## src/rtl/seq_detect_arbiter_if.sv

```systemverilog
// rtl/seq_detect_arbiter_if.sv - requester, detector and status signals of seq_detect_arbiter
interface seq_detect_arbiter_if #(
    parameter int N_REQ = 4
);
    logic [N_REQ-1:0]   req_valid;
    logic [4*N_REQ-1:0] req_data;
    logic [N_REQ-1:0]   req_last;
    logic [N_REQ-1:0]   req_ready;
    logic [3:0]         det_number;
    logic               det_valid;
    logic               det_clear;
    logic               det_pattern;
    logic [N_REQ-1:0]   match_valid;
    logic [2:0]         grant_id;
    logic               busy;

    modport master (
        input  req_valid, req_data, req_last, det_pattern,
        output req_ready, det_number, det_valid, det_clear, match_valid, grant_id, busy
    );

    modport slave (
        output req_valid, req_data, req_last, det_pattern,
        input  req_ready, det_number, det_valid, det_clear, match_valid, grant_id, busy
    );
endinterface

```

## src/rtl/seq_detect_arbiter.sv

```systemverilog
// rtl/seq_detect_arbiter.sv - round-robin burst arbiter sharing one sequence detector
// Optional per-grant nibble limit: SEQ_ARB_BURST_LIMIT_EN.
module seq_detect_arbiter #(
    parameter int N_REQ       = 4,
    parameter int DET_LATENCY = 1,
    parameter int MAX_BURST   = 16
) (
    input  logic                 clock,
    input  logic                 reset_n,
    seq_detect_arbiter_if.master bus
);
    typedef enum logic [1:0] {IDLE, CLEAR, STREAM, DRAIN} state_t;

    localparam int DW = $clog2(DET_LATENCY + 1);

    state_t                      state_q, state_d;
    logic [2:0]                  rr_ptr_q, rr_ptr_d;
    logic [2:0]                  grant_id_q, grant_id_d;
    logic [3:0]                  det_number_q, det_number_d;
    logic                        det_valid_q, det_valid_d;
    logic [DW-1:0]               drain_cnt_q, drain_cnt_d;
    logic [DET_LATENCY-1:0]      tag_v_q, tag_v_d;
    logic [DET_LATENCY-1:0][2:0] tag_id_q, tag_id_d;
    logic [N_REQ-1:0]            match_valid_q, match_valid_d;

    logic                        sel_valid, sel_last, accept, found, burst_end;
    logic [3:0]                  sel_data;
    logic [2:0]                  pick;
    logic [N_REQ-1:0]            ready;
    int                          best_dist;

`ifdef SEQ_ARB_BURST_LIMIT_EN
    localparam int BW = $clog2(MAX_BURST + 1);
    logic [BW-1:0] burst_cnt_q, burst_cnt_d;

    assign burst_end = (burst_cnt_q == BW'(MAX_BURST - 1));

    always_comb begin
        burst_cnt_d = burst_cnt_q;
        if (state_q == CLEAR) begin
            burst_cnt_d = '0;
        end else if (accept) begin
            burst_cnt_d = burst_cnt_q + BW'(1);
        end
    end

    always_ff @(posedge clock) begin
        if (!reset_n) begin
            burst_cnt_q <= '0;
        end else begin
            burst_cnt_q <= burst_cnt_d;
        end
    end
`else
    logic unused_max_burst;
    assign unused_max_burst = (MAX_BURST > 0);
    assign burst_end        = 1'b0;
`endif

    // Owner's lane, selected without a variable part-select on the bus vectors.
    always_comb begin
        sel_valid = 1'b0;
        sel_last  = 1'b0;
        sel_data  = '0;
        ready     = '0;
        for (int i = 0; i < N_REQ; i++) begin
            if (grant_id_q == 3'(i)) begin
                sel_valid = bus.req_valid[i];
                sel_last  = bus.req_last[i];
                sel_data  = bus.req_data[4*i +: 4];
                ready[i]  = (state_q == STREAM);
            end
        end
    end

    assign accept = (state_q == STREAM) && sel_valid;

    // Round-robin pick: smallest rotated distance from rr_ptr wins.
    always_comb begin
        best_dist = N_REQ;
        pick      = '0;
        for (int i = 0; i < N_REQ; i++) begin
            if (bus.req_valid[i] && (((i - int'(rr_ptr_q) + N_REQ) % N_REQ) < best_dist)) begin
                best_dist = (i - int'(rr_ptr_q) + N_REQ) % N_REQ;
                pick      = 3'(i);
            end
        end
        found = (best_dist < N_REQ);
    end

    always_comb begin
        state_d      = state_q;
        rr_ptr_d     = rr_ptr_q;
        grant_id_d   = grant_id_q;
        drain_cnt_d  = drain_cnt_q;
        det_valid_d  = accept;
        det_number_d = accept ? sel_data : det_number_q;
        unique case (state_q)
            IDLE: begin
                if (found) begin
                    grant_id_d = pick;
                    state_d    = CLEAR;
                end
            end
            CLEAR: state_d = STREAM;
            STREAM: begin
                if (accept && (sel_last || burst_end)) begin
                    state_d     = DRAIN;
                    drain_cnt_d = '0;
                end
            end
            DRAIN: begin
                if (drain_cnt_q == DW'(DET_LATENCY)) begin
                    state_d  = IDLE;
                    rr_ptr_d = (grant_id_q == 3'(N_REQ - 1)) ? 3'd0 : grant_id_q + 3'd1;
                end else begin
                    drain_cnt_d = drain_cnt_q + DW'(1);
                end
            end
            default: state_d = IDLE;
        endcase
    end

    // Tag each presented nibble with its owner so a late hit finds its way home.
    always_comb begin
        tag_v_d     = '0;
        tag_id_d    = '0;
        tag_v_d[0]  = det_valid_q;
        tag_id_d[0] = grant_id_q;
        for (int i = 1; i < DET_LATENCY; i++) begin
            tag_v_d[i]  = tag_v_q[i-1];
            tag_id_d[i] = tag_id_q[i-1];
        end
        match_valid_d = '0;
        for (int i = 0; i < N_REQ; i++) begin
            match_valid_d[i] = tag_v_q[DET_LATENCY-1] && bus.det_pattern &&
                               (tag_id_q[DET_LATENCY-1] == 3'(i));
        end
    end

    always_ff @(posedge clock) begin
        if (!reset_n) begin
            state_q       <= IDLE;
            rr_ptr_q      <= '0;
            grant_id_q    <= '0;
            det_number_q  <= '0;
            det_valid_q   <= 1'b0;
            drain_cnt_q   <= '0;
            tag_v_q       <= '0;
            tag_id_q      <= '0;
            match_valid_q <= '0;
        end else begin
            state_q       <= state_d;
            rr_ptr_q      <= rr_ptr_d;
            grant_id_q    <= grant_id_d;
            det_number_q  <= det_number_d;
            det_valid_q   <= det_valid_d;
            drain_cnt_q   <= drain_cnt_d;
            tag_v_q       <= tag_v_d;
            tag_id_q      <= tag_id_d;
            match_valid_q <= match_valid_d;
        end
    end

    assign bus.req_ready   = ready;
    assign bus.det_number  = det_number_q;
    assign bus.det_valid   = det_valid_q;
    assign bus.det_clear   = (state_q == CLEAR);
    assign bus.match_valid = match_valid_q;
    assign bus.grant_id    = grant_id_q;
    assign bus.busy        = (state_q != IDLE);
endmodule

```

## src/flat_wrapper.sv

```systemverilog
// flat-port wrapper written by rule: the top's interface ports become plain ports
module seq_detect_arbiter_flat 
#(
    parameter int N_REQ       = 4,
    parameter int DET_LATENCY = 1,
    parameter int MAX_BURST   = 16
)
  (clock, reset_n, bus_req_valid, bus_req_data, bus_req_last, bus_det_pattern, bus_req_ready, bus_det_number, bus_det_valid, bus_det_clear, bus_match_valid, bus_grant_id, bus_busy);
  seq_detect_arbiter_if #(.N_REQ(N_REQ)) bus_i ();
  input  logic clock;
  input  logic reset_n;
  input wire logic [$bits(bus_i.req_valid)-1:0] bus_req_valid;
  input wire logic [$bits(bus_i.req_data)-1:0] bus_req_data;
  input wire logic [$bits(bus_i.req_last)-1:0] bus_req_last;
  input wire logic [$bits(bus_i.det_pattern)-1:0] bus_det_pattern;
  output wire logic [$bits(bus_i.req_ready)-1:0] bus_req_ready;
  output wire logic [$bits(bus_i.det_number)-1:0] bus_det_number;
  output wire logic [$bits(bus_i.det_valid)-1:0] bus_det_valid;
  output wire logic [$bits(bus_i.det_clear)-1:0] bus_det_clear;
  output wire logic [$bits(bus_i.match_valid)-1:0] bus_match_valid;
  output wire logic [$bits(bus_i.grant_id)-1:0] bus_grant_id;
  output wire logic [$bits(bus_i.busy)-1:0] bus_busy;
  assign bus_i.req_valid = bus_req_valid;
  assign bus_i.req_data = bus_req_data;
  assign bus_i.req_last = bus_req_last;
  assign bus_i.det_pattern = bus_det_pattern;
  assign bus_req_ready = bus_i.req_ready;
  assign bus_det_number = bus_i.det_number;
  assign bus_det_valid = bus_i.det_valid;
  assign bus_det_clear = bus_i.det_clear;
  assign bus_match_valid = bus_i.match_valid;
  assign bus_grant_id = bus_i.grant_id;
  assign bus_busy = bus_i.busy;
  seq_detect_arbiter #(.N_REQ(N_REQ), .DET_LATENCY(DET_LATENCY), .MAX_BURST(MAX_BURST)) u_core (.clock(clock), .reset_n(reset_n), .bus(bus_i));
endmodule
```

## config.mk

```make
export PLATFORM = sky130hd
export DESIGN_NAME = seq_detect_arbiter_flat
export DESIGN_NICKNAME = d
export VERILOG_FILES = /design/src/rtl/seq_detect_arbiter_if.sv /design/src/rtl/seq_detect_arbiter.sv /design/src/flat_wrapper.sv
export SDC_FILE = /design/constraint.sdc
export NUM_CORES = 1
export LEC_CHECK = 0
export BUFFER_PORTS_ARGS = -buffer_cell sky130_fd_sc_hd__clkbuf_2
export CAP_MARGIN = 40
export CORE_AREA = 2 2 55 57
export CTS_CLUSTER_SIZE = 12
export DETAILED_ROUTE_END_ITERATION = 12
export DIE_AREA = 0 0 57 59
export GPL_TIMING_DRIVEN = 1
export PLACE_DENSITY = 0.83
export REMOVE_ABC_BUFFERS = 1
export SKIP_CTS_REPAIR_TIMING = 1
export SLEW_MARGIN = 20
export SYNTH_ARGS = -nofsm -noshare
export SYNTH_HDL_FRONTEND = slang
export SYNTH_SLANG_ARGS = --single-unit
export TNS_END_PERCENT = 30
```

## constraint.sdc

```tcl
create_clock -name clock -period 4.4 [get_ports clock]
set_input_delay 0.22 -clock clock [delete_from_list [all_inputs] [get_ports clock]]
set_output_delay 0.22 -clock clock [all_outputs]
set_load 0.005 [all_outputs]
```

# Yosys cells after proc, flatten, opt, wreduce, memory -nomap -nowiden
# Cells that the tools add are included.
# Widths: inputs -> output; s select.
# word_totals
register_bits	22
in_bits	27
out_inout_bits	18
elab_cells	95
# op_classes
add_sub_neg	10
order_cmp	5
eq_ne	12
n_mux	31
bitwise_logic	4
n_reduce_logical	24
# op_table
op	n
$add 32x4->32 const B	4
$mux 32	4
$lt 3x32->1	3
$lt 32x4->1 const B	1
$mux 4	4
$mux 1	15
$eq 3x2->1 const B	4
$logic_and 1x1->1	11
$mux 2	5
$pmux 2 s4	1
$reduce_or 2->1	4
$sub 1x3->4 const A	2
$sub 2x3->4 const A	2
$eq 3x1->1 const B	2
$logic_not 3->1	2
$reduce_and 2->1	3
$and 1x1->1	4
$eq 2x2->1 const B	2
$lt 3x4->1 const B	1
$ne 2x1->1 const B	2
$reduce_bool 2->1	2
$add 3x1->3 const B	1
$mux 3	1
$reduce_and 3->1	1
5 further kinds	5

# Depth between registers and ports, before layout
# Gate-level depths: netlist of the first run.
# depth
word_depth	19
depth_mapped	20
mapped_depth_nobuf	20

# Worst setup path after synthesis of the first run
# No wires, ideal clock.
# synth_path
path_type	register -> register
startpoint	register u_core.rr_ptr_q[0]
endpoint	register u_core.grant_id_q[0] (netlist: u_core.bus.grant_id[0])
setup_ns	0.120
arrival_time_ns	3.756
required_time_ns	4.280
slack_ns	0.524
path_stages_with_launch	19
path_buffers	0
synth_period_minus_slack_ns	3.876
path_cell_list	dfxtp_1 -> inv_1 -> ha_1 -> inv_1 -> a21boi_0 -> ha_1 -> o21a_1 -> o21a_1 -> nor2_1 -> a31oi_1 -> ha_1 -> or4_4 -> o21ai_2 -> mux2_2 -> ha_1 -> o211ai_1 -> a22oi_1 -> a21oi_1 -> o31a_1
# synth_via
elab_chain_len	18
elab_cells_between_ends	33
classes_between	add/sub: 8; order compare: 5; mux: 7; bitwise: 4; reduce/logical: 9
# synth_lines
item	line_no	source
start: declaration	seq_detect_arbiter.sv:17	logic [2:0] rr_ptr_q, rr_ptr_d;
start signal: assignment	seq_detect_arbiter.sv:154	rr_ptr_q <= rr_ptr_d;
$sub 1x3->4	seq_detect_arbiter.sv:83, seq_detect_arbiter.sv:84	
$add 32x4->32	seq_detect_arbiter.sv:83, seq_detect_arbiter.sv:84	
$reduce_or 2->1 (no line)	-	
$and 1x1->1 (no line)	-	
$lt 3x4->1	seq_detect_arbiter.sv:83	if (bus.req_valid[i] && (((i - int'(rr_ptr_q) + N_REQ) % N_REQ) < best_dist)) begin
$logic_and 1x1->1	seq_detect_arbiter.sv:83	
$mux 32	seq_detect_arbiter.sv:83	
$lt 3x32->1	seq_detect_arbiter.sv:83	
(+2 left out)	-	
$lt 3x32->1	seq_detect_arbiter.sv:83	
$logic_and 1x1->1	seq_detect_arbiter.sv:83	
$mux 32	seq_detect_arbiter.sv:83	
$lt 3x32->1	seq_detect_arbiter.sv:83	
$logic_and 1x1->1	seq_detect_arbiter.sv:83	
$mux 32	seq_detect_arbiter.sv:83	
$lt 32x4->1	seq_detect_arbiter.sv:88	found = (best_dist < N_REQ);
$reduce_and 2->1 (no line)	-	
end signal: assignment	seq_detect_arbiter.sv:155	grant_id_q <= grant_id_d;
end: declaration	seq_detect_arbiter.sv:18	logic [2:0] grant_id_q, grant_id_d;
# Parallel ways exist; a longest one is shown, timed or not.
# A chain may end at the register's enable or synchronous reset.

# Worst setup path in the final report of the first run
# Same ends and word-level chain as after synthesis.

==> results of run 1 <==
==> sequential cells by signal, summed over array words and instances (netlist names) <==
name,count
u_core.bus.det_number,4
u_core.tag_id_q,2
u_core.state_q,2
u_core.drain_cnt_q,1
u_core.rr_ptr_q,2
u_core.bus.det_valid,1
u_core.tag_v_q,1
u_core.bus.match_valid,4
u_core.bus.grant_id,2
==> per-stage QoR <==
stage | setup WS, ns | area (um^2) | instances | power [W]
final | 0.407 | 1630 | 242 | 0.000646
after global routing | 0.0747 | 1630 | 242 | 0.000704
after CTS | 0.179 | 1610 | 241 | 0.000644
after detailed placement | 0.185 | 1590 | 237 | 0.000556
after global placement | 0.287 | 1590 | 237 | 0.000547
after floorplan | 0.524 | 1330 | 163 | 0.000458
==> cell usage in the layout (no fill, tap or decap), drive strengths merged, types with 9 or more instances in the layout <==
cell,instances
nor2b,9
nand2,10
clkbuf,46
dfxtp,19
ha,16
inv,16
nor2,10
a21oi,11
nor3,11
==> how the worst min path moves through the flow <==
stage,from,endpoint,slack (ns)
finish,bus_req_data[15],u_core.bus.det_number[3],0.19
CTS,bus_req_data[15],u_core.bus.det_number[3],0.19
detailed placement,u_core.tag_id_q[0],u_core.bus.match_valid[2],0.44
global route,reset_n,u_core.drain_cnt_q,0.24
global placement,u_core.tag_id_q[0],u_core.bus.match_valid[2],0.44
floorplan,reset_n,u_core.tag_v_q,0.34
==> routing by layer <==
metal | up-vias | global-route usage
li1 | 681 | -
met1 | 587 | 0.255
met2 | 40 | 0.322
met3 | 6 | 0.0393
met4 | 0 | 0.0565
met5 | - | 0
==> kinds of logic after synthesis <==
| logic type | synth area share |
|---|---|
| AO/OA/AOI/OAI | 0.206 |
| adder cells (fa/ha/maj) | 0.149 |
| buffers and inverters | 0.0626 |
| flip-flops | 0.284 |
| multiplexers | 0.0308 |
| other | 0.00280 |
| AND/OR/NAND/NOR | 0.264 |
==> area by class of cell <==
class                      instances  area, um^2  area share
multi-input combinational        128         900       0.552
inverter                          16        60.1      0.0368
clock buffer                       3        22.5      0.0138
tap                               31        38.8      0.0238
sequential                        19         382       0.234
timing repair buffer              44         223       0.137
clock inverter                     1        5.00     0.00307
==> report_power, final <==
| part | leakage [nW] | internal (W) | switching (W) | total (W) |
|---|---|---|---|---|
| Clock | 0.0177 | 0.0000339 | 0.0000558 | 0.0000897 |
| Sequential | 0.155 | 0.000201 | 0.0000269 | 0.000228 |
| Combinational | 0.570 | 0.000151 | 0.000177 | 0.000328 |
| Total | 0.742 | 0.000387 | 0.000260 | 0.000646 |
==> worst max-delay path, stage by stage (launching register included) <==
cell,delay [ns]
dfxtp_2,0.38
inv_1,0.08
ha_1,0.20
inv_1,0.07
a21boi_0,0.12
ha_1,0.31
o21a_1,0.11
o21a_2,0.26
nor2_1,0.09
a31oi_1,0.06
ha_1,0.20
or4_4,0.55
o21ai_4,0.14
mux2_2,0.35
ha_1,0.29
o211ai_1,0.08
a22oi_1,0.19
a21oi_1,0.11
o31a_1,0.30
==> impl_metrics.tcl, run 1 <==
set metrics [dict create \
    status "complete, no violations" \
    r2r_start "u_core.rr_ptr_q[0]" \
    hold_path_depth 3 \
    cts_buffer_depth 2 \
    cts_made_buffers 3 \
    r2r_cells 18 \
    grt_max_degree 15 \
    htreeDepth 1 \
    fill_cells 269 \
    grtUsageTotal 0.193 \
    grt-ovfl-total 0 \
    worst_slew_pin_slew_ns 0.660 \
    gp_congestion 0.920 \
    worst_ep_arrival_time_ns 4.20 \
    die_area_um2 3360 \
    critPathCaptureType "flip-flop" \
    finalSetupViolations 0 \
    cts_tree "yes" \
    firstDrtPassIters 4 \
    clock_sinks 19 \
    synth_top_cell_by_area "dfxtp_1" \
    yosysMostFrequentCell "dfxtp_1" \
    io_buffers 43 \
    wl_met2_mm 1.45 \
    highest_layer "met4" \
    hold_ws_ns 0.194 \
    worstSkewPairLatency_ns 0.30 \
    netlist_area_um2 1340 \
    final.setup.tns_ns 0 \
    drv_cap 0 \
    synthTopCellsByCount "dfxtp_1, ha_1, inv_1, a21oi_1, nor3_1" \
    cp-endpoint "u_core.bus.grant_id[0]" \
    worstSetupStartpointType "flip-flop" \
    grt_pass1_vias 1209 \
    met3WireLength_um 165 \
    drt-total-wl_mm 3.08 \
    fmax_mhz 250 \
    synth.top_cell.area_share 0.284 \
    placeableCoreArea_um2 2710 \
    worstPathMaxFanout 6 \
    critical_path_class "reg2reg" \
    peakVddDrop_mv 0.397 \
    post-route-util 0.602 \
    drc 0 \
    yosysUniqueCellTypes 39 \
    crit_required_ns 4.61 \
    reg2reg_slack_ns 0.41 \
    via_per_inst 5.43 \
    yosysWarnings 0 \
    synthFlopType "dfxtp_1" \
    drive_gt1_frac 0.265 \
    die_y_um 59 \
    num_vias 1314 \
    wl_per_cell_um 12.7 \
    min_path_type "in2reg" \
    synthToLayoutAreaGrowth_pct 21.7 \
    fin_crit_sh 0.908 \
    power.density_nw_per_um2 396 \
    num_io_pins 45 \
    maxSlewViolCount 0 \
    synthCells 164 \
    rows 19 \
    yosys-top-cells-area "dfxtp_1, ha_1, inv_1" \
    clk_pin_slew_worst_paths_ns 0.11 \
    num-nets-final 255 \
    reg2reg_to "u_core.bus.grant_id[0]" \
    cts-root-buf "clkbuf_4" \
    start_util 0.494 \
    ys_seq_area_frac 0.284 \
    slew-limit-headroom 0.554 \
    grt_pass1_wl_mm 5.13 \
    rsz0062_at_grt "false" \
    hold_viol 0 \
    antenna_found_initial 0 \
    n_antenna_cell 0 \
    ys_seq_elements 19 \
    cp-startpoint "u_core.rr_ptr_q[0]" \
    synth_edf_count 0 \
    synthArstFlopShare 0 \
    leakage_nw 0.742 \
    die_w_um 57 \
    fin_skew_ns 0.00904 \
    synth.avg_cell_area_um2 8.17 \
    dp_hpwl_mm 2.49 \
    period_needed_ns 3.99 \
    wl_met1_mm 1.42 \
    drt_iter0_drc 34 \
    antenna_left 0 \
]
Power figures use the tool's default switching activity.
==> run 2, diff against run 1 <==
--- a/config.mk
+++ b/config.mk
@@ -7,12 +7,12 @@
 export LEC_CHECK = 0
 export BUFFER_PORTS_ARGS = -buffer_cell sky130_fd_sc_hd__clkbuf_2
 export CAP_MARGIN = 40
-export CORE_AREA = 2 2 55 57
+export CORE_AREA = 2 2 54 56
 export CTS_CLUSTER_SIZE = 12
 export DETAILED_ROUTE_END_ITERATION = 12
-export DIE_AREA = 0 0 57 59
+export DIE_AREA = 0 0 56 58
 export GPL_TIMING_DRIVEN = 1
-export PLACE_DENSITY = 0.83
+export PLACE_DENSITY = 0.85
 export REMOVE_ABC_BUFFERS = 1
 export SKIP_CTS_REPAIR_TIMING = 1
 export SLEW_MARGIN = 20
==> constraint.sdc (replaced) <==
create_clock -name clock -period 5.2 [get_ports clock]
set_input_delay 0.26 -clock clock [delete_from_list [all_inputs] [get_ports clock]]
set_output_delay 0.26 -clock clock [all_outputs]
set_load 0.005 [all_outputs]
==> run 2 against run 1 <==
Against the previous run:
- final area fell by 1.1%
- maximum frequency down 7.1%
- non-clock buffer count fell by 1
- via count is 0.46% higher
- combinational power down 15%
- utilization is 0.42 points higher
- critical path type unchanged
- largest power group unchanged
==> impl_metrics.tcl, run 2 (synthesized netlist as in run 1, its figures left out) <==
set metrics [dict create \
    r2r_cells 18 \
    htreeDepth 1 \
    antenna_found_initial 0 \
    io_buffers 43 \
    antenna_left 0 \
    slew-limit-headroom 0.541 \
    dp_cells 237 \
    grt_max_degree 15 \
    grtUsageTotal 0.207 \
    use_met1 0.283 \
    period_needed_ns 4.30 \
    peakVddDrop_mv 0.240 \
    cp-endpoint "u_core.bus.grant_id[0]" \
    num-nets-final 254 \
    status "complete, no violations" \
    cp-startpoint "u_core.rr_ptr_q[0]" \
    drv_cap 0 \
    grt_pass1_vias 1221 \
    hold_path_depth 3 \
    cts_made_buffers 3 \
    drive_gt1_frac 0.252 \
    fmax_mhz 233 \
    fin_crit_sh 0.827 \
    min_path_type "in2reg" \
    n_antenna_cell 0 \
    grt-ovfl-total 0 \
    via_per_inst 5.48 \
    r2r_start "u_core.rr_ptr_q[0]" \
    hold_viol 0 \
    rows 19 \
    worst_slew_pin_slew_ns 0.680 \
    stdcell_count 241 \
    final.setup.tns_ns 0 \
    worst_ep_arrival_time_ns 4.50 \
    critPathCaptureType "flip-flop" \
    grtUsageMet3 0.0402 \
    worstPathMaxFanout 7 \
    met2_usage 0.329 \
    wl_per_cell_um 13.1 \
    drc 0 \
    crit_required_ns 5.40 \
    cp_common_cell "ha_1" \
    start_util 0.503 \
    placeableCoreArea_um2 2660 \
    num_vias 1320 \
    dp_hpwl_mm 2.47 \
    fill_cells 267 \
    drt-total-wl_mm 3.15 \
    seq_area_um2 380 \
    fin_skew_ns 0.00230 \
    multi_input_area_um2 891 \
    slowest_delay_ns 0.54 \
    cp_cell_sequence "inv_1, ha_1, inv_1, a21boi_0, ha_1, o21a_1, o21a_1, nor2_1, a31oi_1, ha_1, or4_4, o21ai_2, mux2_2, ha_1, o211ai_1, a22oi_1, a21oi_1, o31a_1" \
    worstSkewPairLatency_ns 0.30 \
    most-common-layout-cells "clkbuf_2, dfxtp_1, inv_1, ha_1" \
    firstDrtPassIters 4 \
    crit_family "compound AO/OA/AOI/OAI gates" \
    rsz0062_at_grt "false" \
    worst-path-buf-inv 2 \
    cpMaxStageDelayCell "or4_4" \
    cts_buffer_depth 2 \
    synthToLayoutAreaGrowth_pct 20.4 \
    reg2reg_slack_ns 0.90 \
    grt_pass1_wl_mm 5.39 \
    die_w_um 56 \
    drt_iter0_drc 44 \
    power.density_nw_per_um2 339 \
    worstSetupStartpointType "flip-flop" \
    clock_sinks 19 \
    die_area_um2 3250 \
    final_common_cell "clkbuf_2" \
    reg2reg_to "u_core.bus.grant_id[0]" \
    maxSlewViolCount 0 \
    grt_busiest_layer "met2" \
    die_y_um 58 \
    path_depth 18 \
    finalSetupViolations 0 \
    num_io_pins 45 \
    cts-root-buf "clkbuf_4" \
    leakage_nw 0.736 \
    gp_congestion 0.912 \
    cts_tree "yes" \
    clk_pin_slew_worst_paths_ns 0.11 \
    critical_path_class "reg2reg" \
]
==> run 2: final cells by class <==
type	instances	area share
Multi-Input combinational cell	128	0.552
Sequential cell	19	0.236
Timing Repair Buffer	43	0.133
Inverter	16	0.0372
Tap cell	31	0.0240
Clock buffer	3	0.0140
Clock inverter	1	0.00310
==> run 2: worst min-delay path by stage <==
| stage | endpoint | from | slack [ns] |
|---|---|---|---|
| after floorplan | u_core.tag_v_q | reset_n | 0.38 |
| after global placement | u_core.bus.match_valid[2] | u_core.tag_id_q[0] | 0.43 |
| after detailed placement | u_core.bus.match_valid[2] | u_core.tag_id_q[0] | 0.44 |
| after CTS | u_core.bus.det_number[1] | bus_req_data[13] | 0.24 |
| after global routing | u_core.bus.match_valid[1] | bus_det_pattern | 0.25 |
| final | u_core.bus.det_number[1] | bus_req_data[13] | 0.25 |
==> run 2: worst min-delay path, delay by kind of cell <==
kind | cells | cell delay (ns)
and+or+nand+nor | 1 | 0.12
buffers and inverters | 1 | 0.08
AOI/OAI and AO/OA | 1 | 0.06
==> run 2: power breakdown <==
| group | switching (W) | internal, W | leakage, nW | total [W] |
|---|---|---|---|---|
| Combinational | 0.000151 | 0.000127 | 0.563 | 0.000278 |
| Sequential | 0.0000214 | 0.000170 | 0.155 | 0.000192 |
| Clock | 0.0000479 | 0.0000287 | 0.0177 | 0.0000766 |
==> run 2: stage by stage <==
| stage | utilization | hold slack [ns] | area [um^2] | setup slack, ns | total power [W] |
|---|---|---|---|---|---|
| floorplan | - | 0.382 | 1330 | 1.32 | 0.000388 |
| global placement | 0.595 | 0.433 | 1590 | 1.08 | 0.000463 |
| detailed placement | 0.595 | 0.440 | 1590 | 0.966 | 0.000469 |
| CTS | 0.606 | 0.237 | 1610 | 0.961 | 0.000547 |
| global route | 0.606 | 0.247 | 1610 | 0.624 | 0.000598 |
| finish | 0.606 | 0.254 | 1610 | 0.901 | 0.000546 |
==> run 2: per-layer routing <==
layer,wire length (um),vias up
met5,0,-
met4,26,0
met3,130,4
met2,1470,38
met1,1520,606
li1,-,672
